$ cat src/rtl/bit_composer_pkg.sv
// Shared constants for the step-grid renderer: geometry, colours, FSM states.
// Grid geometry is fixed at 16 columns x 4 rows, each cell CELL_W x CELL_H plus GAP.
package bit_composer_pkg;

  localparam int unsigned CELL_W  = 4;
  localparam int unsigned CELL_H  = 6;
  localparam int unsigned GAP     = 1;
  localparam int unsigned COLS    = 16;
  localparam int unsigned ROWS    = 4;
  localparam int unsigned PITCH_X = CELL_W + GAP;
  localparam int unsigned PITCH_Y = CELL_H + GAP;

  localparam int unsigned COL_W = 4;
  localparam int unsigned ROW_W = 2;
  localparam int unsigned SUB_W = 3;
  localparam int unsigned PX_W  = 7;
  localparam int unsigned PY_W  = 5;

  localparam logic [SUB_W-1:0] SUB_X_GAP = SUB_W'(CELL_W);
  localparam logic [SUB_W-1:0] SUB_Y_GAP = SUB_W'(CELL_H);
  localparam logic [SUB_W-1:0] SUB_X_MAX = SUB_W'(PITCH_X - 1);
  localparam logic [SUB_W-1:0] SUB_Y_MAX = SUB_W'(PITCH_Y - 1);
  localparam logic [COL_W-1:0] COL_MAX   = COL_W'(COLS - 1);
  localparam logic [ROW_W-1:0] ROW_MAX   = ROW_W'(ROWS - 1);

  localparam logic [2:0] C_BLACK    = 3'b000;
  localparam logic [2:0] C_ON       = 3'b010;
  localparam logic [2:0] C_OFF      = 3'b001;
  localparam logic [2:0] C_BEAT_ON  = 3'b100;
  localparam logic [2:0] C_BEAT_OFF = 3'b110;

  typedef enum logic [1:0] {
    IDLE = 2'd0,
    SNAP = 2'd1,
    DRAW = 2'd2,
    DONE = 2'd3
  } state_e;

endpackage

$ cat src/rtl/grid_scan_counter.sv
// Raster scan over the grid: nested subX/col and subY/row counters plus flat px/py,
// so pixel coordinates and cell position are both available without dividers.
module grid_scan_counter
  import bit_composer_pkg::*;
(
  input  logic             clk,
  input  logic             resetN,
  input  logic             clear_i,
  input  logic             en_i,
  output logic [COL_W-1:0] col_o,
  output logic [SUB_W-1:0] sub_x_o,
  output logic [ROW_W-1:0] row_o,
  output logic [SUB_W-1:0] sub_y_o,
  output logic [PX_W-1:0]  px_o,
  output logic [PY_W-1:0]  py_o,
  output logic             last_o
);

  logic [COL_W-1:0] col_q;
  logic [SUB_W-1:0] sub_x_q;
  logic [ROW_W-1:0] row_q;
  logic [SUB_W-1:0] sub_y_q;
  logic [PX_W-1:0]  px_q;
  logic [PY_W-1:0]  py_q;
  logic             end_x_c, end_col_c, end_y_c, end_row_c;

  assign end_x_c   = (sub_x_q == SUB_X_MAX);
  assign end_col_c = (col_q == COL_MAX);
  assign end_y_c   = (sub_y_q == SUB_Y_MAX);
  assign end_row_c = (row_q == ROW_MAX);
  assign last_o    = end_x_c && end_col_c && end_y_c && end_row_c;

  always_ff @(posedge clk or negedge resetN) begin
    if (!resetN) begin
      col_q   <= '0;
      sub_x_q <= '0;
      row_q   <= '0;
      sub_y_q <= '0;
      px_q    <= '0;
      py_q    <= '0;
    end else if (clear_i) begin
      col_q   <= '0;
      sub_x_q <= '0;
      row_q   <= '0;
      sub_y_q <= '0;
      px_q    <= '0;
      py_q    <= '0;
    end else if (en_i) begin
      if (!end_x_c) begin
        sub_x_q <= sub_x_q + SUB_W'(1);
        px_q    <= px_q + PX_W'(1);
      end else begin
        sub_x_q <= '0;
        if (!end_col_c) begin
          col_q <= col_q + COL_W'(1);
          px_q  <= px_q + PX_W'(1);
        end else begin
          // end of a raster line: step down one pixel row
          col_q <= '0;
          px_q  <= '0;
          if (!end_y_c) begin
            sub_y_q <= sub_y_q + SUB_W'(1);
            py_q    <= py_q + PY_W'(1);
          end else begin
            sub_y_q <= '0;
            if (!end_row_c) begin
              row_q <= row_q + ROW_W'(1);
              py_q  <= py_q + PY_W'(1);
            end else begin
              row_q <= '0;
              py_q  <= '0;
            end
          end
        end
      end
    end
  end

  assign col_o   = col_q;
  assign sub_x_o = sub_x_q;
  assign row_o   = row_q;
  assign sub_y_o = sub_y_q;
  assign px_o    = px_q;
  assign py_o    = py_q;

endmodule

$ cat src/rtl/grid_renderer.sv
// Renders the 4x16 step grid into the VGA adapter write port, one pixel per enabled cycle.
// GRID_PLAYHEAD_EN: snapshot beat, highlight its column and redraw on beat changes.
module grid_renderer
  import bit_composer_pkg::*;
(
  input  logic        clk,
  input  logic        resetN,
  input  logic        enable,
  input  logic [7:0]  xIn,
  input  logic [6:0]  yIn,
  input  logic [15:0] qIn1,
  input  logic [15:0] qIn2,
  input  logic [15:0] qIn3,
  input  logic [15:0] qIn4,
  input  logic [3:0]  beat,
  output logic [7:0]  xOut,
  output logic [6:0]  yOut,
  output logic [2:0]  cOut,
  output logic        plot,
  output logic        busy,
  output logic        done
);

  state_e                      state_q;
  logic [ROWS-1:0][COLS-1:0]   pat_q;
  logic [ROWS-1:0][COLS-1:0]   live_c;
  logic [7:0]                  x_org_q;
  logic [6:0]                  y_org_q;
  logic                        dirty_q;
  logic [7:0]                  x_q;
  logic [6:0]                  y_q;
  logic [2:0]                  c_q;
  logic                        plot_q, busy_q, done_q;

  logic [COL_W-1:0] col;
  logic [SUB_W-1:0] sub_x;
  logic [ROW_W-1:0] row;
  logic [SUB_W-1:0] sub_y;
  logic [PX_W-1:0]  px;
  logic [PY_W-1:0]  py;
  logic             last_c, cnt_clear_c, cnt_en_c, diff_c, beat_col_c, step_on_c;
  logic [2:0]       colour_c;

  assign live_c      = {qIn4, qIn3, qIn2, qIn1};
  assign cnt_clear_c = (state_q == SNAP);
  assign cnt_en_c    = (state_q == DRAW) && enable;

  grid_scan_counter u_scan (
    .clk     (clk),
    .resetN  (resetN),
    .clear_i (cnt_clear_c),
    .en_i    (cnt_en_c),
    .col_o   (col),
    .sub_x_o (sub_x),
    .row_o   (row),
    .sub_y_o (sub_y),
    .px_o    (px),
    .py_o    (py),
    .last_o  (last_c)
  );

`ifdef GRID_PLAYHEAD_EN
  logic [3:0] beat_q;
  assign diff_c     = (live_c != pat_q) || (beat != beat_q);
  assign beat_col_c = (col == beat_q);
`else
  logic unused_beat_c;
  assign unused_beat_c = ^beat;
  assign diff_c        = (live_c != pat_q);
  assign beat_col_c    = 1'b0;
`endif

  assign step_on_c = pat_q[row][col];

  // Pixel colour for the current scan position
  always_comb begin
    colour_c = C_BLACK;
    if ((sub_x == SUB_X_GAP) || (sub_y == SUB_Y_GAP)) begin
      colour_c = C_BLACK;
    end else if (beat_col_c) begin
      colour_c = step_on_c ? C_BEAT_ON : C_BEAT_OFF;
    end else begin
      colour_c = step_on_c ? C_ON : C_OFF;
    end
  end

  always_ff @(posedge clk or negedge resetN) begin
    if (!resetN) begin
      state_q <= IDLE;
      pat_q   <= '0;
      x_org_q <= '0;
      y_org_q <= '0;
      dirty_q <= 1'b1;
      x_q     <= '0;
      y_q     <= '0;
      c_q     <= '0;
      plot_q  <= 1'b0;
      busy_q  <= 1'b0;
      done_q  <= 1'b0;
`ifdef GRID_PLAYHEAD_EN
      beat_q  <= '0;
`endif
    end else begin
      plot_q <= 1'b0;
      done_q <= 1'b0;
      case (state_q)
        IDLE: begin
          if (diff_c) dirty_q <= 1'b1;
          if (enable && (dirty_q || diff_c)) begin
            state_q <= SNAP;
            busy_q  <= 1'b1;
          end
        end
        SNAP: begin
          pat_q   <= live_c;
          x_org_q <= xIn;
          y_org_q <= yIn;
          dirty_q <= 1'b0;
`ifdef GRID_PLAYHEAD_EN
          beat_q  <= beat;
`endif
          state_q <= DRAW;
        end
        DRAW: begin
          if (enable) begin
            x_q    <= x_org_q + 8'(px);
            y_q    <= y_org_q + 7'(py);
            c_q    <= colour_c;
            plot_q <= 1'b1;
            if (last_c) begin
              state_q <= DONE;
              busy_q  <= 1'b0;
            end
          end
        end
        DONE: begin
          done_q  <= 1'b1;
          state_q <= IDLE;
        end
        default: state_q <= IDLE;
      endcase
    end
  end

  assign xOut = x_q;
  assign yOut = y_q;
  assign cOut = c_q;
  assign plot = plot_q;
  assign busy = busy_q;
  assign done = done_q;

endmodule
$ cat config.mk
export PLATFORM = sky130hd
export DESIGN_NAME = grid_renderer
export DESIGN_NICKNAME = d
export VERILOG_FILES = /design/src/rtl/bit_composer_pkg.sv /design/src/rtl/grid_scan_counter.sv /design/src/rtl/grid_renderer.sv
export SDC_FILE = /design/constraint.sdc
export NUM_CORES = 1
export LEC_CHECK = 0
export BUFFER_PORTS_ARGS = -buffer_cell sky130_fd_sc_hd__buf_2
export CAP_MARGIN = 5
export CORE_UTILIZATION = 62
export DETAILED_ROUTE_END_ITERATION = 8
export GPL_TIMING_DRIVEN = 0
export PLACE_DENSITY_LB_ADDON = 0.2
export SYNTH_ARGS = -nofsm -noshare
export SYNTH_HDL_FRONTEND = slang
export SYNTH_HIERARCHICAL = 1
export SYNTH_SLANG_ARGS = --single-unit
$ cat constraint.sdc
create_clock -name clk -period 6.52 [get_ports clk]
set_clock_uncertainty 0.15 [all_clocks]
set_input_delay 0.326 -clock clk [delete_from_list [all_inputs] [get_ports clk]]
set_output_delay 0.326 -clock clk [all_outputs]
set_load 0.02 [all_outputs]
==> results.cfg, run 1 <==
[status]
status = complete, no violations

[worst_setup_path]
cp_slowest_cell = dfrtp_1
r2r_cells = 7
cp-end-kind = flip-flop
cpMostUsedCell = inv_1
cp_num_cells = 7
required_ns = 6.67
worstPathCellList = inv_1 -> ha_1 -> nand2_1 -> inv_1 -> nand3_1 -> nor4_4 -> mux2_1
path_class = reg2reg
cp_num_buf_inv = 2
critPathArrivalTime_ns = 2.78
path_max_fanout = 11
start_kind = flip-flop
crit_family = simple AND/OR/NAND/NOR gates
slowest_delay_ns = 0.41

[power_and_ir_drop]
p_per_area_nw_per_um2 = 454
vdd_ir_drop_max_uv = 271
cellLeakagePower_uw = 0.00379
total_power_uw = 3840

[route]
viasPerCell = 6.01
drt_wl_total_mm = 17.3
wl_per_cell_um = 19.8
dr.pass1.iters = 4
vias = 5259
drc = 0
ant_nets = 0
drt_iter0_drc = 292

[logic_synthesis]
netlist_area_um2 = 7030
ys_ff_latch = 126
synth_nets = 700
syn_avg_cell_area_um2 = 11.9
yosysSeqAreaShare = 0.449
synth_ff_type = dfrtp_1
postSynthCellCount = 590
synth_cell_types = 58
yosysWarningCount = 6
synth-edff-count = 0
ys_async_sr_fraction = 1.00

[grt]
antenna_found_initial = 0
grt_max_degree = 92
grt_pass1_vias = 5520
grt_pass1_wl_mm = 27.4
grt_use_total = 0.320
overflow = 0

[timing]
fin_setup_tns_ns = 0
finalHoldViolCount = 0
max_slew_margin = 0.465
setup_viol = 0
fin_crit_ns = 2.63
grt_setup_unrepaired = false
worst_pin_slew_ns = 0.803
fin_crit_sh = 0.403
fmax_mhz = 380
slew_violations = 0

[cells_and_area]
areaGrowthSynthToFinish_pct = 20.6
insertedDiodeCount = 0
final_cell_area_um2 = 8480
finalNetCount = 835
drive_above_1_share = 0.322
fin_cells = 875
fill_cells = 714

[hold_path]
hold_class = in2reg
min_path_cells = 2

[flow_run]
maxCapViolCount = 0

[floorplanning]
die_area_um2 = 11800
std_cell_rows = 38
die_width_um = 108
die-height_um = 108
initial_core_util = 0.643
io_pins = 107
core_area_um2 = 10900

[clock_tree]
clk_path_buf_depth = 2
clk_latency_ns = 0.43
cts_root_buf = clkbuf_16
post_cts_resized = 0
cts_sinks = 126
tritoncts = built
htreeDepth = 4
clkTransAtPathRegs_ns = 0.05
cts_made_buffers = 17

[placed_design]
place_area_um2 = 7750
portBuffers = 101
dp_cells = 832
dp_hpwl_mm = 12.4
finalWeightedCongestion = 0.875
-- through the flow --
stage	setup slack [ns]	hold slack [ns]	utilization
2_1_floorplan	4.44	-0.120	-
3_3_place_gp	3.36	0.307	0.705
3_5_place_dp	3.95	0.0956	0.708
4_1_cts	3.93	0.000142	0.774
5_1_grt	3.75	0.00745	0.775
6_report	3.89	0.00768	0.775
-- what timing repair did --
item / CTS / global route
hold buffers: 13 / 1
endpoints found under the hold margin: 47 / 1
setup buffers: 0 / 0
-- area by class of cell --
cell class                 instances  area [um2]  area share
timing repair buffer             116         679      0.0801
sequential                       126        3150       0.372
inverter                          21        78.8     0.00930
clock inverter                     6        82.6     0.00974
clock buffer                      23         508      0.0599
multi-input combinational        416        3650       0.430
buffer                            27         150      0.0177
tap                              140         175      0.0207
-- metal layers --
layer | vias to the layer above | global-route usage | part of all wire
met5 | - | 0 | 0
met1 | 2585 | 0.371 | 0.39
met3 | 58 | 0.0687 | 0.051
met2 | 200 | 0.552 | 0.52
li1 | 2416 | - | -
met4 | 0 | 0.174 | 0.040
-- cell usage in the layout, fill, tap and decap left out, drive strengths merged, types with 14 or more instances in the layout --
cell         count
mux2            81
dlygate4sd3     14
inv             21
xor2            71
mux4            16
nand2           29
nor4            19
clkbuf          40
o21ai           32
buf            112
a21oi           22
ha              22
dfrtp          125
-- report_power, final --
group          switching, uW  total, uW  internal [uW]
clock network            334        948            614
registers                304       1430           1130
logic                    731       1470            734
total                   1370       3840           2470
-- sequential cells by signal, indices dropped and copies added, names as in the netlist, 3 cells and up --
name,flops
pat_q,64
u_scan/sub_x_o,3
u_scan/py_o,5
yOut,7
u_scan/px_o,7
x_org_q,8
u_scan/col_o,4
y_org_q,7
xOut,8
u_scan/sub_y_o,3
-- worst paths after layout --
check,from,end,slack [ns]
worst min register to register,xOut[5]$_DFFE_PN0P_,xOut[5]$_DFFE_PN0P_,0.33
min in group asynchronous,resetN,xOut[3]$_DFFE_PN0P_,0.21
worst max-delay path,state_q[0]$_DFFE_PN0P_,u_scan/row_o[0]$_DFFE_PN0P_,3.89
worst max register to register,state_q[0]$_DFFE_PN0P_,u_scan/row_o[0]$_DFFE_PN0P_,3.89
max in group asynchronous,resetN,u_scan/row_o[0]$_DFFE_PN0P_,5.25
worst min-delay path,qIn2[10],pat_q[26]$_DFFE_PN0P_,0.008
-- synthesized netlist by cell type (all sizes together) (3+ instances only) --
cell	n	share of area
dfrtp	125	0.44
nand3	9	0.0064
mux2	81	0.13
or3	3	0.0027
and3	4	0.0036
nor2b	10	0.0089
a31oi	5	0.0044
a21oi	22	0.016
nor3	7	0.0050
o211ai	8	0.0085
nand2b	8	0.0071
nor3b	3	0.0032
o31ai	4	0.0043
mux2i	8	0.011
nand4b	6	0.0075
nor2	9	0.0048
xor2	71	0.088
nand4	8	0.0071
clkbuf	17	0.0091
xnor2	3	0.0037
o21ai	32	0.023
buf	10	0.012
nor4	19	0.023
nand2	29	0.015
a21o	5	0.0066
ha	22	0.039
inv	21	0.011
mux4	16	0.056
-- cell families (layout without fill, tap and decap cells) --
group,after synthesis,in the layout,synth area share
other cells,1,1,0.000533
buf+inv,48,193,0.0326
simple gates,123,123,0.105
fa+ha+maj,24,24,0.0448
xor+xnor,74,74,0.0922
compound gates,89,89,0.0788
flops,126,126,0.449
mux,105,105,0.198
Note: power is estimated with default switching activity, not from simulation.
==> run 2, diff against run 1 <==
--- a/config.mk
+++ b/config.mk
@@ -5,9 +5,10 @@
 export SDC_FILE = /design/constraint.sdc
 export NUM_CORES = 1
 export LEC_CHECK = 0
+export ABC_AREA = 1
 export BUFFER_PORTS_ARGS = -buffer_cell sky130_fd_sc_hd__buf_2
 export CAP_MARGIN = 5
-export CORE_UTILIZATION = 62
+export CORE_UTILIZATION = 58
 export DETAILED_ROUTE_END_ITERATION = 8
 export GPL_TIMING_DRIVEN = 0
 export PLACE_DENSITY_LB_ADDON = 0.2
==> constraint.sdc (replaced) <==
create_clock -name clk -period 2.5 [get_ports clk]
set_clock_uncertainty 0.15 [all_clocks]
set_input_delay 0.125 -clock clk [delete_from_list [all_inputs] [get_ports clk]]
set_output_delay 0.125 -clock clk [all_outputs]
set_load 0.02 [all_outputs]
==> results.cfg, run 2 <==
[logic_synthesis]
yosysTopAreaCellShare = 0.428
netlist_area_um2 = 7310
synth_cell_types = 41
ys_top_cells_by_count = 268 x nand2_1, 125 x dfrtp_1, 125 x inv_1
yosysSeqAreaShare = 0.432
synth_fa_ha_area_frac = 0.0431
yosys-top-cells-area = dfrtp_1 43%, nand2_1 14%, o21ai_0 6.5%, inv_1 6.4%, mux2_2 4.6%
ys_async_sr_fraction = 1.00
syn_avg_cell_area_um2 = 7.72
synth_top_cell_by_area = dfrtp_1
synth_top_family_by_area = simple AND/OR/NAND/NOR gates
synth_nets = 1057
yosysWarningCount = 6
synth-compound-area-share = 0.114
yosysMostFrequentCell = nand2_1
postSynthCellCount = 947
synth_ff_type = dfrtp_1
synth-simple-area-share = 0.231
ys_ff_latch = 126
muxShareOfSynthArea = 0.0476
synth_xor_xnor_area_share = 0.0419
synth-edff-count = 0

[timing]
setup_viol = 0
finalHoldViolCount = 0
layout_setup_ws_ns = 0.184
slew_violations = 0
worst_pin_slew_ns = 0.771
max_slew_margin = 0.486
fmax_mhz = 432
fin_crit_ns = 2.32
grt_setup_unrepaired = false
fin_crit_sh = 0.926
timing.hold.ws_ns = 0.0243

[cells_and_area]
mostFrequentLayoutCell = nand2_1
regMostFlops = pat_q
fin_cells = 1331
fill_cells = 873
seqCellArea_um2 = 3150
finalNetCount = 1260
largest_reg_flops = 64
drive_above_1_share = 0.170
layout_common_cells = 268 x nand2_1, 125 x dfrtp_1, 124 x inv_1
insertedDiodeCount = 0
multi_input_area_um2 = 3500
areaGrowthSynthToFinish_pct = 29.6

[worst_setup_path]
r2r_cells = 10
cp-end-kind = flip-flop
cp-endpoint = u_scan/px_o[4]$_DFFE_PN0P_
path_class = reg2reg
rr_startpoint = state_q[0]$_DFFE_PN0P_
start_kind = flip-flop
critPathArrivalTime_ns = 2.49
reg2reg_slack_ns = 0.18
required_ns = 2.68
crit_start = state_q[0]$_DFFE_PN0P_
r2r-end = u_scan/px_o[4]$_DFFE_PN0P_
path_max_fanout = 10

[route]
wl_per_cell_um = 15.0
vias = 6925
drt_iter0_drc = 603
drt_wl_total_mm = 20.0
ant_nets = 0
viasPerCell = 5.20
dr.pass1.iters = 5
drc = 0

[clock_tree]
clk_latency_ns = 0.42
htreeDepth = 4
clkTransAtPathRegs_ns = 0.06
cts_made_buffers = 17
tritoncts = built
cts_sinks = 126
clk_path_buf_depth = 2
cts_root_buf = clkbuf_16

[grt]
antenna_found_initial = 0
grt_max_degree = 90
grt_pass1_wl_mm = 32.1
grt_use_total = 0.326
grt_pass1_vias = 6673
overflow = 0

[power_and_ir_drop]
p_per_area_nw_per_um2 = 1150
cellLeakagePower_uw = 0.00482
vdd_ir_drop_max_uv = 661

[placed_design]
finalWeightedCongestion = 0.908
portBuffers = 101
dp_hpwl_mm = 13.4
place_worst_setup_slack_ns = -0.224
dp_cells = 1217

[floorplanning]
core_area_um2 = 12200
initial_core_util = 0.601
io_pins = 107
die-height_um = 114
std_cell_rows = 40
die_area_um2 = 13100
die_width_um = 114

[status]
status = complete, no violations

[flow_run]
maxCapViolCount = 0

[hold_path]
hold_class = in2async
==> run 2: cell types whose count changed after synthesis, sizes merged, moves of 8 or more <==
cell,before,now
nand3,9,47
xor2,71,34
nor4,19,0
o21ai,32,106
mux2,81,30
a21oi,22,45
nor2,9,73
nand2b,8,0
mux4,16,0
inv,21,129
nor2b,10,0
nand2,29,271
==> run 2: power breakdown <==
group	total, uW	switching [uW]	internal, uW	leakage, uW
registers	3780	777	3000	0.00155
clock network	2420	928	1490	0.000278
logic	4720	2870	1850	0.00299
total	10900	4580	6340	0.00482
==> run 2: worst min-delay path by stage <==
stage                      start                     end  cells after the start
after floorplan           resetN        busy$_DFFE_PN0P_                      0
after global placement    xIn[7]  x_org_q[7]$_DFFE_PN0P_                      3
final                     resetN   pat_q[18]$_DFFE_PN0P_                      2
after CTS                 resetN   pat_q[18]$_DFFE_PN0P_                      2
after detailed placement  resetN   pat_q[18]$_DFFE_PN0P_                      1
after global routing      resetN   pat_q[45]$_DFFE_PN0P_                      2
==> run 2: kinds of logic after synthesis <==
family | count (synthesis)
AND/OR/NAND/NOR | 411
AO/OA/AOI/OAI | 161
buffers and inverters | 158
flip-flops | 126
XOR/XNOR | 35
multiplexers | 31
adder cells (fa/ha/maj) | 24
other | 1
==> run 2: cell type report <==
cell class / instances / area share
multi-input combinational: 663 / 0.369
clock inverter: 14 / 0.0153
clock buffer: 18 / 0.0464
buffer: 28 / 0.0180
inverter: 129 / 0.0520
tap: 168 / 0.0222
sequential: 126 / 0.333
timing repair buffer: 185 / 0.144
==> run 2: worst max-delay path, cell delays in order (launching register included) <==
cell        delay [ns]
dfrtp_1           0.41
inv_1             0.09
ha_1              0.24
nand2_1           0.26
clkinvlp_4        0.25
nor2_4            0.23
inv_4             0.09
nand2_4           0.13
nor2_8            0.07
buf_8             0.14
nor3_1            0.17
==> run 2: what timing repair did <==
item,4_1_cts,5_1_grt
setup endpoints to repair,25,35
hold buffers,81,0
hold endpoints to repair,206,0
setup buffers,0,2
cloned,0,0
resized for setup,1,3
==> run 2: through the flow <==
stage / TNS [ns] / power, uW / utilization / area (um2)
global route: 0 / 11700 / 0.779 / 9470
detailed placement: -2.42 / 8230 / 0.663 / 8060
floorplan: 0 / 6890 / - / 7310
CTS: 0 / 10800 / 0.777 / 9450
finish: 0 / 10900 / 0.779 / 9470
global placement: -67.72 / 8070 / 0.660 / 8030
==> run 2: metal layers <==
metal  part of all wire  vias up  GRT usage
li1                   -     3420          -
met1               0.42     3177      0.418
met2               0.47      280      0.526
met3              0.072       48     0.0709
met4              0.036        0      0.163
met5                  0        -          0
